$ cat config.mk
export PLATFORM = sky130hd
export DESIGN_NAME = fft_peak_finder
export DESIGN_NICKNAME = d
export VERILOG_FILES = /design/src/rtl/fft_peak_finder.sv
export SDC_FILE = /design/constraint.sdc
export NUM_CORES = 1
export LEC_CHECK = 0
export ABC_AREA = 1
export BUFFER_PORTS_ARGS = -buffer_cell sky130_fd_sc_hd__buf_4
export CAP_MARGIN = 30
export CORE_MARGIN = 3
export CORE_UTILIZATION = 65
export CTS_BUF_LIST = sky130_fd_sc_hd__clkbuf_4 sky130_fd_sc_hd__clkbuf_8
export DETAILED_ROUTE_END_ITERATION = 7
export HOLD_SLACK_MARGIN = 0.12
export PLACE_DENSITY = 0.82
export SLEW_MARGIN = 15
export SYNTH_ARGS = -nofsm -noshare
export SYNTH_HDL_FRONTEND = slang
export SYNTH_SLANG_ARGS = --single-unit
$ cat constraint.sdc
create_clock -name ad_clk -period 7.5 [get_ports ad_clk]
set_input_delay 0.75 -clock ad_clk [delete_from_list [all_inputs] [get_ports ad_clk]]
set_output_delay 0.75 -clock ad_clk [all_outputs]
set_load 0.1 [all_outputs]
$ cat src/rtl/fft_peak_finder.sv
// Squared-magnitude pipeline over a streamed FFT frame: writes a saturated 8-bit
// spectrum to the display RAM and reports the peak bin of the lower half.
module fft_peak_finder #(
  parameter int FFT_LEN     = 256,
  parameter int DATA_W      = 16,
  parameter int SCALE_SHIFT = 22
) (
  input  logic                       ad_clk,
  input  logic                       sys_rst_n,
  input  logic [2*DATA_W-1:0]        m_axis_data_tdata,
  input  logic                       m_axis_data_tvalid,
  input  logic                       m_axis_data_tlast,
  output logic                       m_axis_data_tready,
  output logic                       fft_ram_wr_en,
  output logic [$clog2(FFT_LEN)-1:0] fft_ram_waddr,
  output logic [7:0]                 fft_ram_wdata,
  output logic [$clog2(FFT_LEN)-1:0] ram_waddr_max,
  output logic                       fft_done,
  output logic                       frame_err
);
  localparam int AW = $clog2(FFT_LEN);
  localparam int MW = 2 * DATA_W;
  localparam logic [1:0] ST_IDLE   = 2'd0;
  localparam logic [1:0] ST_RECV   = 2'd1;
  localparam logic [1:0] ST_FINISH = 2'd2;
  localparam logic [AW-1:0] LAST_BIN = AW'(FFT_LEN - 1);
  localparam logic [AW-1:0] HALF_BIN = AW'(FFT_LEN / 2);

  logic [1:0]           state_q, state_d;
  logic [AW-1:0]        bin_q, bin_d;
  logic [1:0]           fin_cnt_q, fin_cnt_d;
  logic                 err_q, err_d;
  logic                 done_q, done_d;
  logic [AW-1:0]        max_q, max_d;
  logic                 s1_vld_q, s1_vld_d, s1_pk_q, s1_pk_d;
  logic [AW-1:0]        s1_bin_q, s1_bin_d;
  logic signed [DATA_W-1:0] s1_re_q, s1_re_d, s1_im_q, s1_im_d;
  logic                 s2_vld_q, s2_vld_d, s2_pk_q, s2_pk_d;
  logic [AW-1:0]        s2_bin_q, s2_bin_d;
  logic [MW-1:0]        s2_re_sq_q, s2_re_sq_d, s2_im_sq_q, s2_im_sq_d;
  logic                 wr_en_q, wr_en_d;
  logic [AW-1:0]        waddr_q, waddr_d;
  logic [7:0]           wdata_q, wdata_d;
  logic [AW-1:0]        pk_idx_q, pk_idx_d;
  logic [MW-1:0]        pk_mag_q, pk_mag_d;

  logic                 hs, is_last, early, pk_rst;
  logic signed [MW-1:0] re_x, im_x;
  logic [MW-1:0]        mag, scaled;

  // A beat transfers on any cycle where tvalid && tready; tready is low only while draining.
  assign m_axis_data_tready = (state_q != ST_FINISH);
  assign hs      = m_axis_data_tvalid && m_axis_data_tready;
  assign is_last = (bin_q == LAST_BIN);
  assign early   = hs && m_axis_data_tlast && !is_last;

  always_comb begin
    state_d   = state_q;
    bin_d     = bin_q;
    fin_cnt_d = fin_cnt_q;
    done_d    = 1'b0;
    max_d     = max_q;
    pk_rst    = 1'b0;
    err_d     = hs && (m_axis_data_tlast != is_last);
    case (state_q)
      ST_IDLE, ST_RECV: begin
        if (hs) begin
          pk_rst = (state_q == ST_IDLE);
          if (early) begin
            state_d = ST_IDLE;
            bin_d   = '0;
          end else if (is_last) begin
            state_d   = ST_FINISH;
            bin_d     = '0;
            fin_cnt_d = 2'd0;
          end else begin
            state_d = ST_RECV;
            bin_d   = bin_q + AW'(1);
          end
        end
      end
      ST_FINISH: begin
        fin_cnt_d = fin_cnt_q + 2'd1;
        if (fin_cnt_q == 2'd2) begin
          state_d   = ST_IDLE;
          fin_cnt_d = 2'd0;
          done_d    = 1'b1;
          max_d     = pk_idx_q;
        end
      end
      default: state_d = ST_IDLE;
    endcase
  end

  // Abort clears the peak-candidate flags of in-flight beats so a stale frame
  // cannot disturb the next frame's search; its RAM writes still complete.
  always_comb begin
    s1_vld_d   = hs;
    s1_pk_d    = hs && !early && (bin_q != '0) && (bin_q < HALF_BIN);
    s1_bin_d   = bin_q;
    s1_re_d    = m_axis_data_tdata[DATA_W-1:0];
    s1_im_d    = m_axis_data_tdata[MW-1:DATA_W];
    re_x       = MW'(s1_re_q);
    im_x       = MW'(s1_im_q);
    s2_vld_d   = s1_vld_q;
    s2_pk_d    = s1_pk_q && !early;
    s2_bin_d   = s1_bin_q;
    s2_re_sq_d = re_x * re_x;
    s2_im_sq_d = im_x * im_x;
    mag        = s2_re_sq_q + s2_im_sq_q;
    scaled     = mag >> SCALE_SHIFT;
    wr_en_d    = s2_vld_q;
    waddr_d    = s2_bin_q;
    wdata_d    = (scaled > MW'(255)) ? 8'hff : scaled[7:0];
    pk_idx_d   = pk_idx_q;
    pk_mag_d   = pk_mag_q;
    if (pk_rst) begin
      pk_idx_d = AW'(1);
      pk_mag_d = '0;
    end else if (s2_vld_q && s2_pk_q && (mag > pk_mag_q)) begin
      pk_idx_d = s2_bin_q;
      pk_mag_d = mag;
    end
  end

  always_ff @(posedge ad_clk or negedge sys_rst_n) begin
    if (!sys_rst_n) begin
      state_q    <= ST_IDLE;
      bin_q      <= '0;
      fin_cnt_q  <= '0;
      err_q      <= 1'b0;
      done_q     <= 1'b0;
      max_q      <= AW'(1);
      s1_vld_q   <= 1'b0;
      s1_pk_q    <= 1'b0;
      s1_bin_q   <= '0;
      s1_re_q    <= '0;
      s1_im_q    <= '0;
      s2_vld_q   <= 1'b0;
      s2_pk_q    <= 1'b0;
      s2_bin_q   <= '0;
      s2_re_sq_q <= '0;
      s2_im_sq_q <= '0;
      wr_en_q    <= 1'b0;
      waddr_q    <= '0;
      wdata_q    <= '0;
      pk_idx_q   <= AW'(1);
      pk_mag_q   <= '0;
    end else begin
      state_q    <= state_d;
      bin_q      <= bin_d;
      fin_cnt_q  <= fin_cnt_d;
      err_q      <= err_d;
      done_q     <= done_d;
      max_q      <= max_d;
      s1_vld_q   <= s1_vld_d;
      s1_pk_q    <= s1_pk_d;
      s1_bin_q   <= s1_bin_d;
      s1_re_q    <= s1_re_d;
      s1_im_q    <= s1_im_d;
      s2_vld_q   <= s2_vld_d;
      s2_pk_q    <= s2_pk_d;
      s2_bin_q   <= s2_bin_d;
      s2_re_sq_q <= s2_re_sq_d;
      s2_im_sq_q <= s2_im_sq_d;
      wr_en_q    <= wr_en_d;
      waddr_q    <= waddr_d;
      wdata_q    <= wdata_d;
      pk_idx_q   <= pk_idx_d;
      pk_mag_q   <= pk_mag_d;
    end
  end

  assign fft_ram_wr_en = wr_en_q;
  assign fft_ram_waddr = waddr_q;
  assign fft_ram_wdata = wdata_q;
  assign ram_waddr_max = max_q;
  assign fft_done      = done_q;
  assign frame_err     = err_q;
endmodule

* After elaboration in Yosys (flattened, before gate mapping)
Cells that the tools add are included.
** Storage, ports and cells
- Register bits after elaboration :: 195
- Output and inout bits :: 28
- Word-level logic and storage cells :: 81
- Bits of input ports :: 36
** Operators by class
- Reduce and logical (&&, ||, !) cells :: 21
- Magnitude comparators :: 3
- Eq/ne operators :: 10
- Add/sub/neg operators :: 3
- $mul :: 2
- Muxes and demuxes :: 21
** Operators by type and width (number)
- $mul A16 B16 Y32 :: 2
- $mux W32 :: 2
- $mux W8 :: 5
- $add A32 B32 Y32 :: 1
- $gt A32 B32 Y1 :: 1
- $mux W2 :: 8
- $gt A10 B8 Y1 const B :: 1
- $logic_and A1 B1 Y1 :: 10
- $ne A2 B2 Y1 const B :: 5
- $add A8 B1 Y8 const B :: 1
- $eq A8 B8 Y1 const B :: 1
- $lt A8 B8 Y1 const B :: 1
- $pmux W2 S2 :: 2
- $reduce_bool A8 Y1 :: 1
- $reduce_and A2 Y1 :: 3
- $eq A2 B2 Y1 const B :: 2
- $mux W1 :: 4
- $reduce_and A4 Y1 :: 1
- $reduce_bool A2 Y1 :: 2
- $add A2 B1 Y2 const B :: 1
- $eq A2 B1 Y1 const B :: 1
- $logic_not A1 Y1 :: 2
- $logic_not A2 Y1 :: 1
- $reduce_or A2 Y1 :: 1
- $ne A1 B1 Y1 :: 1

* Logic depth before layout (Yosys ltp)
Gate-level depths: netlist of the first run.
- Depth after elaboration :: 8
- Mapped depth :: 26
- Mapped depth without buffers :: 25

* Least setup slack after synthesis of the first run
Ideal clock, no wire load.
- Path type :: register to register
- Start point :: register s1_re_q[1]
- End point :: register s2_re_sq_q[31]
- Setup time :: 123 ps
- Slack :: 1833 ps
- Period minus slack after synthesis :: 5667 ps
- Path buffers :: 2
- Cell stages (with the launch flop) :: 25
- Required time :: 7377 ps
- Arrival time :: 5544 ps
- Cell sequence :: dfrtp_1 clkbuf_1 buf_1 nand2_1 inv_1 fa_1 fa_1 inv_1 fa_1 inv_1 fa_1 inv_1 fa_1 inv_1 fa_1 ha_1 inv_1 nor3_1 nand2_1 nor3_1 nand2_1 inv_1 nor2_1 nand3_1 nand2_1
** On the way
- Word-level cells in the longest chain between the ends :: 1
** RTL lines
- from (decl) :: line 37 : logic signed [DATA_W-1:0] s1_re_q, s1_re_d, s1_im_q, s1_im_d;
- from (signal assigned) :: line 159 : s1_re_q <= s1_re_d;
- $mul A16 B16 Y32 :: line 108 : s2_re_sq_d = re_x * re_x;
- via s2_re_sq_d[31] :: line 40 : logic [MW-1:0] s2_re_sq_q, s2_re_sq_d, s2_im_sq_q, s2_im_sq_d;
- to (signal assigned) :: line 164 : s2_re_sq_q <= s2_re_sq_d;
- to (decl) :: line 40
The timed path passes the listed nets, and every way through them passes these cells.
A chain may end at the register's enable or synchronous reset.

* Final worst setup path of the first run
- Start point :: register s1_im_q[15]
- End point :: register s2_im_sq_q[31]
** On the way
- Word-level cells in the longest chain between the ends :: 1
** RTL lines
- from (decl) :: line 37
- from (signal assigned) :: line 160 : s1_im_q <= s1_im_d;
- $mul A16 B16 Y32 :: line 109 : s2_im_sq_d = im_x * im_x;
- via s2_im_sq_d[31] :: line 40
- to (signal assigned) :: line 165 : s2_im_sq_q <= s2_im_sq_d;
- to (decl) :: line 40
The timed path passes the listed nets, and every way through them passes these cells.

==> metrics.cfg, run 1 <==
[place]
routabilityCongestion=0.970
io_buffer_count=63
dp_hpwl_um=54100
place_ws_ns=0.958

[logic_synthesis]
seq_area_frac_synth_pct=17.3
syn_nets=4109
postSynthAreaPerCell_um2=8.32
synth_area_leaders=fa_1 (33%), dfrtp_1 (17%), inv_1 (13%)
ys_async_sr_fraction_pct=100
synth-seq-cells=193
synthFlopType=dfrtp_1
synth_edf_count=0
yosys.area.top_type=fa_1
yosysWarningCount=0
synth_top_area_share_pct=33.5
synthesis.area_um2=27900
synth_cells=3358
synthDistinctLibCells=48

[clock_tree]
cts_tree=yes
cts.clk_slew.worst_paths_ns=0.13
cts_max_path_buffers=2
cts_inserted_buffers=17
clkLatencyLatePin_ns=0.59
ctsResizeCount=0
cts-htree-levels=4
clock-sinks=193
cts_root_buf=clkbuf_8
postCtsHoldBufs=0
postCtsSetupRepairBufs=0

[worst_setup_path]
cp-startpoint=s1_im_q[15]$_DFF_PN0_
crit_path_top_delay_cell=dfrtp_1
crit_required_ns=7.98
cp.arrival_ns=7.11
r2r_start=s1_im_q[15]$_DFF_PN0_
crit_chain=clkinv_1 > or2_2 > fa_1 > fa_1 > fa_1 > inv_1 > fa_1 > inv_1 > fa_1 > inv_1 > fa_1 > ha_1 > inv_1 > nor3_1 > nand2_1 > nor4_1 > nand2_1 > nand3_1 > inv_1 > nand2_1 > nand2_1
crit_path_start_kind=flop
cp_common_cell=fa_1
max_stage_delay_ns=0.89
crit_path_end_kind=flop
crit_fanout=22
crit_type=flop to flop

[floorplanning]
die_w_um=213
ioPinCount=64
fp-row-count=75
initial_core_util_pct=66.1
dieArea_um2=45500
die_h_um=213
core_um2=42200

[routing]
wl_per_cell_um=16.2
wl_um=63700
drt_iter0_markers=1653
drt.antenna.violating_nets=0
first_pass_iters=5
drc_errors=0
num_vias=21200
via_per_inst=5.39

[global_routing]
grt_pass1_wl_um=108000
grt_pass1_vias=22500
antenna_found_initial=0
grt_max_degree=70
grtUsageTotal_pct=30.0
grt_overflow=0

[worst_hold_path]
hp-class=input port to asynchronous set/reset pin

[sta]
slew_viol_final=0
finalCriticalPeriod_ns=6.64
tightest_slew_ns=0.890
layout_setup_ws_ns=0.863
fin_setup_tns_ns=0
rsz0062_at_grt=no
slew_headroom_pct=40.7
fin_crit_sh_pct=88.5
fin_worst_skew_ns=0.0202
hold_viol_final=0
fmax_mhz=151
setup_violations=0

[cells_and_area]
multi_input_area_um2=19100
fillers=3293
nets=4122
drive_gt1_share_pct=4.76
area.sequential_um2=4830
diodes=0
syn2layout_area_growth_pct=4.92

[run]
drv_cap=0

[status]
outcome=finished clean

-- per-layer routing --
metal / track usage [%] / vias up / share of wire [%]
met1: 40.8 / 10400 / 42
met4: 9.48 / 0 / 2.5
met3: 5.26 / 139 / 6.3
li1: - / 9871 / -
met5: 0 / - / 0
met2: 49.9 / 692 / 49
-- sequential cells by signal, summed over array words and instances, names as in the netlist, 2 cells and up --
| register | cells |
|---|---|
| bin_q | 8 |
| fft_ram_waddr | 8 |
| fft_ram_wdata | 8 |
| fin_cnt_q | 2 |
| pk_idx_q | 8 |
| pk_mag_q | 32 |
| ram_waddr_max | 8 |
| s1_bin_q | 8 |
| s1_im_q | 16 |
| s1_re_q | 16 |
| s2_bin_q | 8 |
| s2_im_sq_q | 31 |
| s2_re_sq_q | 31 |
| state_q | 2 |
-- synth_stat cells (all sizes together), types with 2 or more instances --
cell type	count
inv	965
nand2	690
fa	467
ha	248
dfrtp	191
nor2	155
nand3	148
a21oi	113
o21ai	67
clkbuf	66
xor2	66
xnor2	37
nand4	26
nor3	26
a21o	16
buf	14
o21bai	14
nand3b	7
or2	7
a31o	5
and2	5
nor4	5
a21boi	3
a31oi	3
o21a	3
clkinv	2
dfstp	2
o211ai	2
o31ai	2
-- layout make-up --
| type | count | share of cell area (%) |
|---|---|---|
| tap | 539 | 2.30 |
| multi-input combinational | 2118 | 65.3 |
| sequential | 193 | 16.5 |
| inverter | 967 | 12.4 |
| clock inverter | 15 | 0.790 |
| timing repair buffer | 74 | 1.91 |
| clock buffer | 17 | 0.798 |
-- worst max-delay path, delay by kind of cell, from the launching register on --
kind	cells	cell delay [ns]
adders and majority gates	7	3.34
and+or+nand+nor	8	1.34
buffers and inverters	6	0.95
DFF	1	0.89
-- path summary, 6_finish.rpt --
check,to,slack [ns],depth (start not counted)
hold / removal,s1_re_q[2]$_DFF_PN0_,0.16,1
setup reg to reg,s2_im_sq_q[31]$_DFF_PN0_,0.86,21
hold reg to reg,s2_bin_q[6]$_DFF_PN0_,0.35,0
max in group asynchronous,frame_err$_DFF_PN0_,6.05,2
setup / recovery,s2_im_sq_q[31]$_DFF_PN0_,0.86,21
min in group ad_clk,s1_im_q[3]$_DFF_PN0_,0.26,1
-- placed cells by master, fill, tap and decap left out, types with 48 or more instances in the layout --
cell / n
buf_4: 72
inv_1: 961
ha_1: 248
nand3_1: 142
fa_1: 467
nand2_1: 676
a21oi_1: 111
dfrtp_1: 191
nor2_1: 146
xor2_1: 65
o21ai_0: 48
-- per-stage QoR --
stage	util, %	cell area [um^2]	std cells	hold slack (ns)
global route	69.4	29300	3923	0.171
CTS	69.4	29300	3922	0.143
global placement	68.3	28800	3890	0.333
detailed placement	68.3	28800	3890	0.335
finish	69.4	29300	3923	0.155
floorplan	-	27900	3358	0.331
-- kinds of logic after synthesis --
| family | share of synthesized area, % |
|---|---|
| AND/OR/NAND/NOR | 16.0 |
| flip-flops | 17.3 |
| adder cells (fa/ha/maj) | 44.6 |
| AO/OA/AOI/OAI | 4.67 |
| buffers and inverters | 14.2 |
| XOR/XNOR | 3.26 |
Power of run 1 is left out: the tool's default activity adds up to more than one toggle a clock period on the data nets, which glitch-free logic cannot reach.
==> run 2: changes to the inputs <==
clock period = 6.2 ns   (was 7.5 ns; I/O delays follow)
==> run 2 against run 1 <==
  * Clock skew up 0.0085 ns
  * Register-to-register slack lost 0.63 ns
  * Die area did not move
  * First-iteration DRC count fell by 2.4%
  * Setup slack got worse by 0.63 ns
  * Critical path depth shrank 3
  * Wire length rose by 0.96%
  * Sequential cell count stayed put
  * Fmax grew 11%
  * Core utilization is 1.3 points higher
  * Worst hold slack better by 0.18 ns
  * Critical path type unchanged
  * Largest cell class unchanged
==> metrics.cfg, run 2 (synthesis gave the netlist of run 1 again) <==
[routing]
drt_iter0_markers=1614
drt-met1-wl_um=27400
drt.antenna.violating_nets=0
via_per_inst=5.31
drc_errors=0
highest_layer=met4
wl_met2_um=31100
wl_met3_um=4220
num_vias=21200
first_pass_iters=5
wl_per_cell_um=16.1
wl_um=64300

[worst_setup_path]
max_stage_delay_ns=0.86
critPathBufInv=4
cp_common_cell=fa_1
crit_required_ns=6.65
crit_chain=nand2_1 > fa_1 > inv_1 > fa_1 > fa_1 > fa_1 > fa_1 > inv_1 > fa_1 > inv_1 > ha_1 > nand2_1 > nor2_1 > inv_1 > nor2_1 > nand4_1 > nand3b_1 > xor2_1
crit_fanout=16
crit_type=flop to flop
crit_path_start_kind=flop
cp.arrival_ns=6.42
crit_path_end_kind=flop
critPathTopFamily=adder cells
crit_path_top_delay_cell=dfrtp_1

[clock_tree]
cts_tree=yes
postCtsSetupRepairBufs=0
cts_root_buf=clkbuf_8
clock-sinks=193
cts.clk_slew.worst_paths_ns=0.13
cts-htree-levels=4
clkLatencyLatePin_ns=0.57
cts_max_path_buffers=2
cts_inserted_buffers=17

[sta]
tightest_slew_ns=0.805
slew_viol_final=0
fin_crit_sh_pct=96.2
fmax_mhz=168
fin_setup_tns_ns=0
rsz0062_at_grt=no
fin_worst_skew_ns=0.0287
finalCriticalPeriod_ns=5.96
hold_viol_final=0
slew_headroom_pct=46.4
setup_violations=0

[cells_and_area]
diodes=0
layout_commonest_cell=inv_1
nets=4182
drive_gt1_share_pct=5.84
syn2layout_area_growth_pct=6.89
post-route-util_pct=70.7
final_cell_mix=inv_1 (961), nand2_1 (676), fa_1 (465), ha_1 (248), dfrtp_1 (180)
top_register=pk_mag_q
largest_reg_flops=32
reg_top3=pk_mag_q x32, s2_im_sq_q x31, s2_re_sq_q x31

[global_routing]
antenna_found_initial=0
grtUsageTotal_pct=30.4
grt_max_degree=81
grt_pass1_vias=22700
grt_overflow=0
grt_pass1_wl_um=109000

[place]
io_buffer_count=63
routabilityCongestion=0.954
dp_hpwl_um=55300

[floorplanning]
fp-row-count=75
die_w_um=213
dieArea_um2=45500
die_h_um=213
core_um2=42200
ioPinCount=64
initial_core_util_pct=66.1

[run]
drv_cap=0

[worst_hold_path]
hp-class=input port to flop

[status]
outcome=finished clean

-- run 2: cell type report --
class / instances / area, um^2
timing repair buffer: 134 / 1110
clock inverter: 14 / 201
clock buffer: 18 / 248
inverter: 967 / 3630
fill: 3257 / 12400
tap: 539 / 674
multi-input combinational: 2118 / 19100
sequential: 193 / 4850
-- run 2: path summary, 6_finish.rpt --
path                                  startpoint                       end  slack [ns]  cells past startpoint
max reg2reg                s1_im_q[10]$_DFF_PN0_  s2_im_sq_q[22]$_DFF_PN0_        0.24                     18
min                            m_axis_data_tlast       frame_err$_DFF_PN0_        0.33                      3
min reg2reg                s1_bin_q[2]$_DFF_PN0_     s2_bin_q[2]$_DFF_PN0_        0.36                      0
max                        s1_im_q[10]$_DFF_PN0_  s2_im_sq_q[22]$_DFF_PN0_        0.24                     18
min in group asynchronous              sys_rst_n      s1_re_q[2]$_DFF_PN0_        0.56                      2
max in group asynchronous              sys_rst_n  s2_im_sq_q[28]$_DFF_PN0_        4.44                      3
-- run 2: worst register-to-register path, cell delays in order (launching register included) --
cell,delay [ns]
dfrtp_1,0.86
nand2_1,0.25
fa_1,0.60
inv_1,0.06
fa_1,0.55
fa_1,0.44
fa_1,0.49
fa_1,0.50
inv_1,0.05
fa_1,0.47
inv_1,0.04
ha_1,0.38
nand2_1,0.13
nor2_1,0.15
inv_1,0.09
nor2_1,0.21
nand4_1,0.17
nand3b_1,0.15
xor2_1,0.26
-- run 2: through the flow --
step	setup WS, ns	instance area [um^2]	hold slack, ns	instances
floorplan	0.533	27900	0.324	3358
global placement	0.320	29000	0.332	3916
detailed placement	0.152	29000	0.336	3917
CTS	0.105	29800	0.282	3982
global route	0.00143	29900	0.306	3983
finish	0.237	29900	0.332	3983
-- run 2: what timing repair did --
action / in CTS / in global routing
resized for setup: 0 / 13
endpoints found under the hold margin: 79 / 0
setup endpoints to repair: 0 / 16
hold buffers: 33 / 0
-- run 2: routing by layer --
metal  track usage (%)  up-vias
li1                  -     9983
met1              41.0    10400
met2              50.5      675
met3              5.29      127
met4              10.1        0
met5                 0        -
Power of run 2 is left out for the same reason.
